`config.mk`:
```
export PLATFORM = sky130hd
export DESIGN_NAME = fir_out_packer
export DESIGN_NICKNAME = d
export VERILOG_FILES = /design/src/rtl/fir_out_packer.sv
export SDC_FILE = /design/constraint.sdc
export NUM_CORES = 1
export LEC_CHECK = 0
export BUFFER_PORTS_ARGS = -buffer_cell sky130_fd_sc_hd__clkbuf_2
export CAP_MARGIN = 25
export CORE_ASPECT_RATIO = 1.4
export CORE_MARGIN = 8
export CORE_UTILIZATION = 30
export CTS_BUF_LIST = sky130_fd_sc_hd__clkbuf_8
export DETAILED_ROUTE_END_ITERATION = 7
export GPL_ROUTABILITY_DRIVEN = 0
export GPL_TIMING_DRIVEN = 0
export MAX_ROUTING_LAYER = met4
export PLACE_DENSITY_LB_ADDON = 0.25
export SLEW_MARGIN = 15
export SYNTH_ARGS = -nofsm -noshare
export SYNTH_HDL_FRONTEND = slang
export SYNTH_SLANG_ARGS = --single-unit
```
`constraint.sdc`:
```
create_clock -name clk -period 3.42 [get_ports clk]
set_clock_uncertainty 0.2 [all_clocks]
set_input_delay 0 -clock clk [delete_from_list [all_inputs] [get_ports clk]]
set_output_delay 0 -clock clk [all_outputs]
set_load 0.005 [all_outputs]
```
`src/rtl/fir_out_packer.sv`:
```
// Output stage of the FIR filter: buffers signed results in a small FIFO and
// streams each one as two sign-extended bytes (high first) over valid/ready.
module fir_out_packer #(
    parameter int Y_N_SIZE   = 11,
    parameter int FIFO_DEPTH = 4,
    localparam int AW = $clog2(FIFO_DEPTH),
    localparam int LW = AW + 1
) (
    input  logic                clk,
    input  logic                reset,
    input  logic [Y_N_SIZE-1:0] i_y_n,
    input  logic                i_valid,
    input  logic                i_clr_ovf,
    output logic [7:0]          o_byte,
    output logic                o_valid,
    input  logic                i_ready,
    output logic [LW-1:0]       o_level,
    output logic                o_overflow
);

    typedef enum logic [1:0] {IDLE, HI, LO} state_t;

    state_t              state_q, state_d;
    logic [Y_N_SIZE-1:0] mem_q [FIFO_DEPTH];
    logic [AW-1:0]       wr_ptr_q, wr_ptr_d;
    logic [AW-1:0]       rd_ptr_q, rd_ptr_d;
    logic [LW-1:0]       level_q, level_d;
    logic [15:0]         hold_q, hold_d;
    logic [7:0]          byte_q, byte_d;
    logic                valid_q, valid_d;
    logic                ovf_q, ovf_d;

    logic xfer, pop, full, wr, drop;

    always_comb begin
        xfer = (state_q != IDLE) && i_ready;
        // A pop happens whenever the hold register is (or is about to become) free.
        pop  = (level_q != '0) && ((state_q == IDLE) || ((state_q == LO) && xfer));
        full = (level_q == LW'(FIFO_DEPTH));
        wr   = i_valid && (!full || pop);
        drop = i_valid && !wr;

        state_d  = state_q;
        hold_d   = hold_q;
        wr_ptr_d = wr ? wr_ptr_q + 1'b1 : wr_ptr_q;
        rd_ptr_d = pop ? rd_ptr_q + 1'b1 : rd_ptr_q;
        level_d  = level_q + LW'(wr) - LW'(pop);
        ovf_d    = drop | (ovf_q & ~i_clr_ovf);

        if (pop) hold_d = 16'(signed'(mem_q[rd_ptr_q]));

        case (state_q)
            IDLE:    if (pop) state_d = HI;
            HI:      if (xfer) state_d = LO;
            LO:      if (xfer) state_d = pop ? HI : IDLE;
            default: state_d = IDLE;
        endcase

        valid_d = (state_d != IDLE);
        case (state_d)
            HI:      byte_d = hold_d[15:8];
            LO:      byte_d = hold_d[7:0];
            default: byte_d = 8'h00;
        endcase
    end

    always_ff @(posedge clk or negedge reset) begin
        if (!reset) begin
            state_q  <= IDLE;
            wr_ptr_q <= '0;
            rd_ptr_q <= '0;
            level_q  <= '0;
            hold_q   <= '0;
            byte_q   <= '0;
            valid_q  <= 1'b0;
            ovf_q    <= 1'b0;
        end else begin
            state_q  <= state_d;
            wr_ptr_q <= wr_ptr_d;
            rd_ptr_q <= rd_ptr_d;
            level_q  <= level_d;
            hold_q   <= hold_d;
            byte_q   <= byte_d;
            valid_q  <= valid_d;
            ovf_q    <= ovf_d;
        end
    end

    // Storage needs no reset: pointers and level define what is live.
    always_ff @(posedge clk) begin
        if (wr) mem_q[wr_ptr_q] <= i_y_n;
    end

    assign o_byte     = byte_q;
    assign o_valid    = valid_q;
    assign o_level    = level_q;
    assign o_overflow = ovf_q;

endmodule

```
==> impl_metrics.csv <==
group,metric,value,unit
status,status,"finished clean",
timing,relSlewSlack,0.414,
placed_design,dp.final_hpwl,4090,um
routing,vias,1774,
yosys,synth_cell_types,37,
timing,post-route-period-util,0.797,
finish,layout_commonest_cell,"edfxtp_1",
finish,final_cell_mix,"44 x edfxtp_1, 35 x dfrtp_1, 28 x clkbuf_2",
yosys,synth_top_area_frac,0.409,
worst_setup_path,critical_path_class,"flip-flop to flip-flop",
yosys,netlist_instances,197,
clocking,clk_pin_slew,80,ps
finish,fin_nets,278,
yosys,ys_ff_latch,79,
clocking,cts.sinks,79,
die,die_w,104,um
die,ioPinCount,29,
timing,drv_slew,0,
pwr,p_per_area,864,nW/um^2
finish,final_cell_area,3890,um^2
worst_setup_path,critPathRequiredTime,3480,ps
worst_setup_path,cp_slowest_cell,"dfrtp_1",
grt,gr-total-overflow,0,
yosys,netlist_top_cells_area,"edfxtp_1 41%, dfrtp_1 27%, mux4_1 6.5%, ha_1 3.5%, nand3_1 2.2%",
clocking,clk_latency,350,ps
yosys,async_flop_share,0.443,
placed_design,portBuffers,28,
finish,area_delta_synth_final,20.7,%
routing,firstDrtPassIters,4,
yosys,yosys_warnings,0,
clocking,clockRootBuffer,"clkbuf_8",
finish,diodes,0,
clocking,cts_setup_buffers,0,
clocking,numCtsBuffers,9,
finish,n_fill_cell,1041,
timing,finalSetupTns,0,ps
timing,min_period,2730,ps
placed_design,place_area,3540,um^2
grt,grt_pass1_wl,9570,um
timing,tightest_slew,880,ps
clocking,clock_path_buffers,2,
die,fp.dieH,139,um
timing,rsz0062_at_grt,"no",
worst_setup_path,worstSetupEndpointType,"flip-flop",
die,rows,45,
grt,antenna_found_initial,0,
clocking,cts_tree,"built",
grt,grt_start_max_net_pins,36,
worst_setup_path,path_cells,"nor3_2, or3_1, buf_2, inv_4, buf_6, nor2_1, ha_1, clkbuf_1, nand3_1, a41oi_1",
min_path,min_path_type,"primary input to async pin",
clocking,htree_levels,3,
die,core_region_area,10600,um^2
die,start_util,0.303,
yosys,synth_fp_nets,223,
worst_setup_path,crit_fanout,10,
timing,setup_viol,0,
yosys,synthFlopType,"edfxtp_1",
pwr,ir_drop,0.000226,V
grt,grt_use_total,0.0894,
yosys,syn_area,3230,um^2
yosys,yosysSeqAreaShare,0.681,
finish,multi_input_area,935,um^2
finish,drive_gt1_frac,0.237,
worst_setup_path,arrival,2790,ps
routing,wl_per_cell,14.7,um
finish,seqCellArea,2200,um^2
routing,wl,5870,um
flow_run,cap_violations,0,
pwr,total_leakage_power,1.62,nW
grt,first_global_vias,1792,
yosys,yosysTopAreaCell,"edfxtp_1",
timing,hold_viol,0,
timing,fmax,367,MHz
die,dieArea,14400,um^2
routing,drtIter0Drc,75,
routing,vias_per_cell,4.46,
yosys,synth_edf_count,44,
routing,antenna_left,0,
routing,drc_errors,0,
worst_setup_path,critical_path.startpoint_type,"flip-flop",
yosys,synth.avg_cell_area,16.4,um^2
worst_setup_path,crit_path_max_incr_delay,440,ps
where the power goes:
| group | internal (W) | switching, W | total (W) |
|---|---|---|---|
| Combinational | 0.000577 | 0.000664 | 0.00124 |
| Sequential | 0.00132 | 0.000137 | 0.00145 |
| Clock | 0.000333 | 0.000338 | 0.000672 |
kinds of logic after synthesis:
logic type,synth area share
adder cells (fa/ha/maj),0.0411
multiplexers,0.107
buffers and inverters,0.0295
flip-flops,0.681
XOR/XNOR,0.0136
AND/OR/NAND/NOR,0.0787
AO/OA/AOI/OAI,0.0492
state kept, by name, indices dropped and copies added (netlist names):
register / count
mem_q: 44
wr_ptr_q: 2
rd_ptr_q: 2
o_overflow: 1
o_valid: 1
o_level: 3
o_byte: 8
hold_q: 16
state_q: 2
final cells by class:
type / instances / area share
clock inverters: 7 / 0.0170
inverters: 13 / 0.0132
plain buffers: 7 / 0.0112
well taps: 141 / 0.0453
flip-flops and latches: 79 / 0.564
multi-input cells: 98 / 0.240
repair buffers: 44 / 0.0771
clock buffers: 9 / 0.0318
per-layer routing:
metal / GRT usage / share of wire / wire (um) / vias up
met3: 0.0251 / 0.021 / 125 / 11
met5: - / 0 / 0 / -
met4: 0.0551 / 0.029 / 168 / 0
met2: 0.144 / 0.53 / 3140 / 29
li1: - / - / - / 841
met1: 0.0958 / 0.42 / 2440 / 893
synth_stat cells (2+ instances only):
library cell and number:
a32o_1 3, ha_1 9, and2_1 2, inv_1 12, mux4_1 8, nand3_1 14
buf_6 2, nand2_1 17, xnor2_1 4, a41oi_1 3, mux2_2 2, buf_2 2
edfxtp_1 44, and3_1 4, nor2_1 4, clkbuf_1 3, dfrtp_1 35, a21o_1 6
mux2_4 3, mux4_2 3
metrics by stage:
step                      hold WS [ps]  cells  setup slack [ps]  power, W  utilization
after floorplan                   -496    197              1020   0.00237            -
after global placement           -33.2    366               663   0.00272        0.333
after detailed placement         -29.6    366               671   0.00274        0.333
after CTS                          128    398               645   0.00343        0.366
after global routing               164    398               399   0.00361        0.366
final                             91.9    398               693   0.00337        0.366
path summary, 6_finish.rpt:
kind,startpoint,endpoint,slack [ps],cells past startpoint
setup / recovery,o_level[1],o_byte[4],690,10
hold / removal,reset,wr_ptr_q[0],90,2
setup reg to reg,o_level[1],o_byte[4],690,10
hold reg to reg,hold_q[13],hold_q[13],280,1
max in group asynchronous,reset,hold_q[14],2370,2
min in group clk,i_y_n[0],mem_q[1][0],200,2
what timing repair did:
item                      CTS  global route
hold endpoints to repair   85             0
hold buffers               16             0
resized for setup           0             0
critical path: cells and delay by family (launching register included):
family,cells,cell delay (ps)
adders and majority gates,1,260
DFF,1,440
AOI/OAI and AO/OA,1,240
and+or+nand+nor,4,770
buffers and inverters,4,730
Note: power is estimated with default switching activity, not from simulation.
